===== src/rtl/cpu_types_pkg.sv =====
// Shared CPU types: data word, RAM handshake state and the memory
// arbiter grant state, plus a word-alignment helper for RAM addresses.
package cpu_types_pkg;

  typedef logic [31:0] word_t;

  typedef enum logic [1:0] {
    FREE   = 2'd0,
    BUSY   = 2'd1,
    ACCESS = 2'd2,
    ERROR  = 2'd3
  } ramstate_t;

  typedef enum logic [1:0] {
    IDLE   = 2'd0,
    DGRANT = 2'd1,
    IGRANT = 2'd2
  } arb_state_t;

  // Clear the n low address bits so the RAM only ever sees aligned words.
  function automatic word_t align_addr(input word_t a, input int unsigned n);
    word_t m;
    m = '1;
    m = m << n;
    return a & m;
  endfunction

endpackage


===== src/rtl/mem_arbiter_llsc.sv =====
// LL/SC link register for the memory arbiter (only used when LLSC_EN is
// defined). Tracks the address of the last load-linked and judges
// whether a store-conditional may proceed.
module llsc_link
  import cpu_types_pkg::*;
(
  input  logic  clk,
  input  logic  rst_n,
  input  logic  i_ren,
  input  logic  i_wen,
  input  logic  i_atomic,
  input  word_t i_addr,
  input  logic  i_done,
  output logic  o_sc_pass,
  output logic  o_sc_fail
);

  logic  r_link_valid;
  word_t r_link_addr;
  logic  w_is_ll;
  logic  w_is_sc;
  logic  w_match;

  // Write wins over read, so an atomic with both enables is an SC.
  always_comb begin
    w_is_sc   = i_wen & i_atomic;
    w_is_ll   = i_ren & ~i_wen & i_atomic;
    w_match   = r_link_valid && (r_link_addr == i_addr);
    o_sc_pass = w_is_sc & w_match;
    o_sc_fail = w_is_sc & ~w_match;
  end

  // Link update on every completed data access.
  always_ff @(posedge clk or negedge rst_n) begin
    if (!rst_n) begin
      r_link_valid <= 1'b0;
      r_link_addr  <= '0;
    end else if (i_done) begin
      if (w_is_ll) begin
        r_link_valid <= 1'b1;
        r_link_addr  <= i_addr;
      end else if (w_is_sc) begin
        if (w_match) r_link_valid <= 1'b0;
      end else if (i_wen && (i_addr == r_link_addr)) begin
        r_link_valid <= 1'b0;
      end
    end
  end

endmodule


===== src/rtl/mem_arbiter.sv =====
// Memory arbiter: shares one RAM port between instruction fetch and data
// access with a registered grant FSM and last-served fairness.
// Optional LL/SC support is built when the LLSC_EN macro is defined.
module mem_arbiter
  import cpu_types_pkg::*;
#(
  parameter int unsigned ADDR_ALIGN = 2
) (
  input  logic        CLK,
  input  logic        nRST,
  input  logic        iREN,
  input  logic [31:0] iaddr,
  output logic        iwait,
  output logic [31:0] iload,
  input  logic        dREN,
  input  logic        dWEN,
  input  logic        datomic,
  input  logic [31:0] daddr,
  input  logic [31:0] dstore,
  output logic        dwait,
  output logic [31:0] dload,
  output logic        ramREN,
  output logic        ramWEN,
  output logic [31:0] ramaddr,
  output logic [31:0] ramstore,
  input  logic [31:0] ramload,
  input  logic [1:0]  ramstate
);

  arb_state_t r_state;
  arb_state_t w_state_nxt;
  logic       r_last_d;
  logic       w_last_d_nxt;
  logic       w_dreq;
  logic       w_access;
  logic       w_ddone;
  logic       w_idone;
  logic       w_sc_pass;
  logic       w_sc_fail;

  assign w_dreq   = dREN | dWEN;
  assign w_access = (ramstate == ACCESS);

`ifdef LLSC_EN
  llsc_link u_llsc_link (
    .clk       (CLK),
    .rst_n     (nRST),
    .i_ren     (dREN),
    .i_wen     (dWEN),
    .i_atomic  (datomic),
    .i_addr    (daddr),
    .i_done    (w_ddone),
    .o_sc_pass (w_sc_pass),
    .o_sc_fail (w_sc_fail)
  );
`else
  logic w_unused_atomic;
  assign w_unused_atomic = datomic;
  assign w_sc_pass       = 1'b0;
  assign w_sc_fail       = 1'b0;
`endif

  // Grant state and last-served record.
  always_ff @(posedge CLK or negedge nRST) begin
    if (!nRST) begin
      r_state  <= IDLE;
      r_last_d <= 1'b0;
    end else begin
      r_state  <= w_state_nxt;
      r_last_d <= w_last_d_nxt;
    end
  end

  // Next grant: alternate on contention, release after every completion.
  always_comb begin
    w_state_nxt  = r_state;
    w_last_d_nxt = r_last_d;
    unique case (r_state)
      IDLE: begin
        if (w_dreq && iREN) w_state_nxt = r_last_d ? IGRANT : DGRANT;
        else if (w_dreq)    w_state_nxt = DGRANT;
        else if (iREN)      w_state_nxt = IGRANT;
      end
      DGRANT: begin
        if (!w_dreq) begin
          w_state_nxt = IDLE;
        end else if (w_ddone) begin
          w_state_nxt  = IDLE;
          w_last_d_nxt = 1'b1;
        end
      end
      IGRANT: begin
        if (!iREN) begin
          w_state_nxt = IDLE;
        end else if (w_idone) begin
          w_state_nxt  = IDLE;
          w_last_d_nxt = 1'b0;
        end
      end
      default: w_state_nxt = IDLE;
    endcase
  end

  // RAM drive, waits and load data for the granted port.
  // A failed SC completes at once without touching the RAM, regardless of ramstate.
  always_comb begin
    ramREN   = 1'b0;
    ramWEN   = 1'b0;
    ramaddr  = '0;
    ramstore = '0;
    iload    = '0;
    dload    = '0;
    iwait    = iREN;
    dwait    = w_dreq;
    w_ddone  = 1'b0;
    w_idone  = 1'b0;
    unique case (r_state)
      DGRANT: begin
        if (w_dreq) begin
          ramaddr  = align_addr(daddr, ADDR_ALIGN);
          ramstore = dstore;
          ramREN   = dREN & ~dWEN;
          ramWEN   = dWEN & ~w_sc_fail;
          if (w_sc_fail) begin
            w_ddone = 1'b1;
            dwait   = 1'b0;
          end else if (w_access) begin
            w_ddone = 1'b1;
            dwait   = 1'b0;
            dload   = w_sc_pass ? 32'd1 : ramload;
          end
        end
      end
      IGRANT: begin
        if (iREN) begin
          ramaddr = align_addr(iaddr, ADDR_ALIGN);
          ramREN  = 1'b1;
          if (w_access) begin
            w_idone = 1'b1;
            iwait   = 1'b0;
            iload   = ramload;
          end
        end
      end
      default: ;
    endcase
  end

endmodule

===== config.mk =====
export PLATFORM = sky130hd
export DESIGN_NAME = mem_arbiter
export DESIGN_NICKNAME = d
export VERILOG_FILES = /design/src/rtl/cpu_types_pkg.sv /design/src/rtl/mem_arbiter_llsc.sv /design/src/rtl/mem_arbiter.sv
export SDC_FILE = /design/constraint.sdc
export NUM_CORES = 1
export LEC_CHECK = 0
export ABC_AREA = 1
export CORE_AREA = 2 2 104 106
export CTS_CLUSTER_SIZE = 25
export DETAILED_ROUTE_END_ITERATION = 16
export DIE_AREA = 0 0 106 108
export PLACE_DENSITY = 0.67
export SETUP_SLACK_MARGIN = 0.3
export SKIP_LAST_GASP = 1
export SLEW_MARGIN = 20
export SYNTH_ARGS = -nofsm -noshare
export SYNTH_HDL_FRONTEND = slang
export SYNTH_SLANG_ARGS = --single-unit

===== constraint.sdc =====
create_clock -name CLK -period 3.47 [get_ports CLK]
set_clock_uncertainty 0.2 [all_clocks]
set_input_delay 0.694 -clock CLK [delete_from_list [all_inputs] [get_ports CLK]]
set_output_delay 0.694 -clock CLK [all_outputs]
set_load 0.1 [all_outputs]

# After elaboration in Yosys (flattened, before gate mapping)
# Cells that the tools add are included.
# word_totals
word_cells,59
regBits,3
out_inout_bits,132
# classes
bitwise,3
muxes,39
n_eq_ne,10
n_reduce_logical,5
# op_table
op,count
two-way mux 32 bit,9
one-hot mux 32 bit (2 select lines),1
two-way mux 1 bit,18
two-way mux 2 bit,8
"inequality test 2 bit, second input constant",4
"inequality test 3 bit, second input constant",2
one-hot mux 2 bit (3 select lines),1
AND reduction 5 bit,1
"== test 2 bit, second input constant",2
"inequality test 4 bit, second input constant",1
one-hot mux 1 bit (2 select lines),2
AND reduction 3 bit,1
"== test 2 x 1 -> 1 bit, second input constant",1
zero test 2 bit,1
nonzero test 2 bit,1
bitwise AND 1 bit,1
logical AND 1 bit,1
NOT 1 bit,1
bitwise OR 1 bit,1

# Depth between registers and ports, before layout
# Gate-level depths: netlist (run 1).
# logic_depth
depth_word,7
ltp_mapped,9

# Worst setup path after synthesis (run 1)
# Ideal clock, no wire load.
# synth_timing
path_kind,input to output
start,in iREN
end,out ramaddr[10]
path_stages,5
required_ps,2576
path_buffers,1
t_arrival_ps,2555
slack_ps,21
cell_sequence,nand2_1 > inv_2 > buf_2 > nand2_1 > a21oi_1
# synth_between
elab_chain_len,2
# synth_rtl
element,line_no,text
from (decl),mem_arbiter.sv:11,"input logic iREN,"
two-way mux 32 bit,mem_arbiter.sv:135,if (iREN) begin
one-hot mux 32 bit (2 select lines),mem_arbiter.sv:117,unique case (r_state)
to (decl),mem_arbiter.sv:24,"output logic [31:0] ramaddr,"
# Every way passes these cells.

# Worst setup path in the final report (run 1)
# layout_timing
start,in iREN
end,out ramaddr[21]
# Same word-level chain as after synthesis.

==> impl_results.rst, run 1 <==
.. list-table::
   :header-rows: 1

   * - Metric
     - Value
   * - Standard-cell row count
     - 37
   * - Via count
     - 2842
   * - Int Pwr
     - 0.00108 W
   * - Cell accounting for the most synthesized area
     - nand2_1
   * - Critical Path Start Type
     - input port
   * - H-tree levels
     - 1
   * - Remaining global-route overflow
     - 0
   * - Dominant cells by area after synthesis
     - nand2_1 20%, inv_1 19%, nor2_1 17%
   * - Average via count per standard cell
     - 3.97
   * - Logic gate share of total power
     - 0.946
   * - Fraction of synthesized cell area taken by the top area cell type
     - 0.196
   * - Fin crit period
     - 3110 ps
   * - Power density of the placed cells
     - 527 nW/um^2
   * - Maximum clock frequency
     - 0.321 GHz
   * - Detailed-route wire length per cell
     - 13.5 um
   * - Setup repair after global routing missed its margin
     - false
   * - Relative contribution of sequential cells to total power
     - 0.021
   * - Count of input and output buffers
     - 260
   * - TritonCTS clock tree
     - built
   * - DRT Wirelength
     - 9.66 mm
   * - CP Cell Sequence
     - clkdlybuf4s50_1 > nand2_2 > inv_4 > buf_12 > nand2_1 > a21oi_2 > buf_12
   * - Clock transition at the registers of the reported paths
     - 30 ps
   * - Global-route total usage across every layer
     - 0.159
   * - Hold path start
     - r_last_d
   * - Max rail drop VDD
     - 0.352 mV
   * - Yosys warning count
     - 0
   * - Library cell appearing most often on the critical path
     - buf_12
   * - Post-synth cell types
     - 19
   * - Number of filler instances in the final layout
     - 854
   * - First-pass GRT wire length
     - 14.6 mm
   * - Setup CP Type
     - input port to output port
   * - Count of antenna diodes in the layout
     - 0
   * - Inserted Clock Buffers
     - 3
   * - Post-layout nets
     - 720
   * - Final instance area
     - 5820 um^2
   * - Slowest library cell on the worst path
     - clkdlybuf4s50_1
   * - Ratio of cells with drive above 1 in the final layout
     - 0.419
   * - Drt drc
     - 0
   * - FF+latch count, synth
     - 3
   * - Reported net switching power
     - 0.00199 W
   * - Die Height
     - 108 um
   * - Post-Syn Area
     - 1530 um^2
   * - Outcome
     - complete, no violations
   * - Die area
     - 11400 um^2
   * - Origin of the worst setup path
     - iREN
   * - Sequential area share after synthesis
     - 0.0490
   * - Largest buffer count on any clock path
     - 2
   * - Final cycle utilization of the critical path
     - 0.896
   * - Final setup violation count
     - 0
   * - Synthesized netlist cell count
     - 327
   * - Most common library cell in the layout ignoring fill and taps
     - buf_12
   * - Max-cap viol count
     - 0
   * - Worst skew pair latency
     - 220 ps
   * - Nature of the critical path endpoint
     - output port
   * - Starting density of the core
     - 0.150
   * - Count of boundary I/O pins
     - 268
   * - CTS root buffer
     - clkbuf_8
   * - CP required
     - 2580 ps
   * - Fraction of power consumed by the clock network
     - 0.033
   * - Biggest cell delay along the critical path
     - 590 ps
   * - Placeable core area
     - 10200 um^2
   * - Die extent in x
     - 106 um
   * - DP Area
     - 5750 um^2
   * - Detailed Route Iter0 Violations
     - 52
   * - Reg-to-Reg Start
     - r_state[1]
   * - Routability-driven placement congestion ratio
     - 0.863
   * - Utilization of the core after routing
     - 0.569
   * - Commonest non-fill, non-tap cells in the layout
     - 132 x buf_12, 129 x clkdlybuf4s50_1, 79 x nand2_1, 75 x inv_1, 64 x nor2_2
   * - Area grow syn2layout
     - 280%
   * - Max-slew violations
     - 0
   * - Maximum number of pins on one net before global-route repair
     - 35
   * - Half-perimeter wire length of the detailed placement result
     - 8.71 mm
   * - Critical-path maximum fanout
     - 26
   * - Clock Sinks
     - 3
   * - Min Hold Slack
     - 295 ps
   * - Final hold violation count
     - 0
   * - Mean instance size in the synthesized netlist
     - 4.68 um^2
   * - Static leakage
     - 2.50 nW
   * - Number of nets with antenna violations after routing
     - 0
   * - Number of antenna violations at the first check in global routing
     - 0
   * - Signal arrival time at the worst endpoint
     - 2220 ps
   * - Min-delay worst type
     - register to register
   * - Number of global-route vias before repair
     - 2882
   * - Switching fraction of total power
     - 0.649
   * - Aggregate negative setup slack
     - 0 ps
   * - Router iterations before antenna repair
     - 4
   * - # Post-CTS Setup Buffers
     - 0
==> cells by family (layout without fill, tap and decap cells) <==
logic type	Yosys count	in the layout	synth area share
compound gates	34	34	0.118
simple gates	188	188	0.522
flops	3	3	0.0490
buf+inv	98	350	0.283
fa+ha+maj	3	3	0.0245
other cells	1	2	0.00245
==> critical path, delay by kind of cell <==
family	cells	cell delay, ps
compound gates	1	210
buf+inv	4	1070
simple gates	2	220
==> through the flow <==
step	setup slack (ps)	power [W]	instances
2_1_floorplan	279	0.00190	328
3_3_place_gp	312	0.00294	712
3_5_place_dp	289	0.00297	712
4_1_cts	303	0.00308	716
5_1_grt	311	0.00319	716
6_report	360	0.00307	716
==> state kept, by name, summed over array words and instances, names as in the netlist <==
register	flops
r_state	2
r_last_d	1
==> cell type report <==
type | instances | area [um^2] | area share
Timing Repair Buffer | 268 | 4000 | 0.686
Multi-Input combinational cell | 227 | 1240 | 0.213
Inverter | 78 | 298 | 0.0511
Tap cell | 136 | 170 | 0.0292
Sequential cell | 3 | 75.1 | 0.0129
Clock buffer | 4 | 45.0 | 0.00774
==> path summary, 6_finish.rpt <==
kind / end / slack (ps) / depth (start not counted)
max: ramaddr[21] / 360 / 7
min: r_last_d / 300 / 2
max reg2reg: r_state[0] / 1650 / 8
min reg2reg: r_last_d / 300 / 2
max in group asynchronous: r_state[0] / 2460 / 1
min in group asynchronous: r_state[1] / 460 / 1
==> power by group through the flow <==
| stage | combinational [W] | clock (W) | sequential, W |
|---|---|---|---|
| floorplan | 0.00184 | 0 | 0.0000595 |
| global placement | 0.00288 | 0 | 0.0000622 |
| detailed placement | 0.00291 | 0 | 0.0000638 |
| CTS | 0.00292 | 0.000102 | 0.0000640 |
| global route | 0.00301 | 0.000108 | 0.0000658 |
| finish | 0.00290 | 0.000103 | 0.0000643 |
==> routing by layer <==
metal	track usage	routed length (um)
met2	0.328	5320
met4	0.0226	134
met3	0.0506	1000
met1	0.157	3200
met5	0	0
==> cells in the mapped netlist <==
cell,instances
nand2_1,80
inv_1,76
nor2_1,69
a21oi_1,32
nor2_2,30
buf_2,9
nand3_1,7
buf_6,6
clkbuf_1,3
dfrtp_1,3
ha_1,3
buf_4,2
conb_1,1
inv_2,1
inv_4,1
nand2_2,1
nand2_4,1
o21ai_0,1
o21ai_4,1
==> timing repair <==
action,4_1_cts,5_1_grt
cloned,0,0
gates resized for setup,2,6
hold buffers,0,0
endpoints found under the setup margin,3,66
No activity file was read; power rests on OpenSTA's default activity.
==> inputs of run 2 (changes only) <==
Settings changed: GPL_ROUTABILITY_DRIVEN from default to 0.
==> results of run 2 <==
The final DEF is identical to that of run 1; final timing and power are the same.
==> inputs of run 3 (changes only) <==
Settings changed: CTS_CLUSTER_SIZE 25 to default.
==> results of run 3 <==
The final DEF is identical to that of run 1; final timing and power are the same.
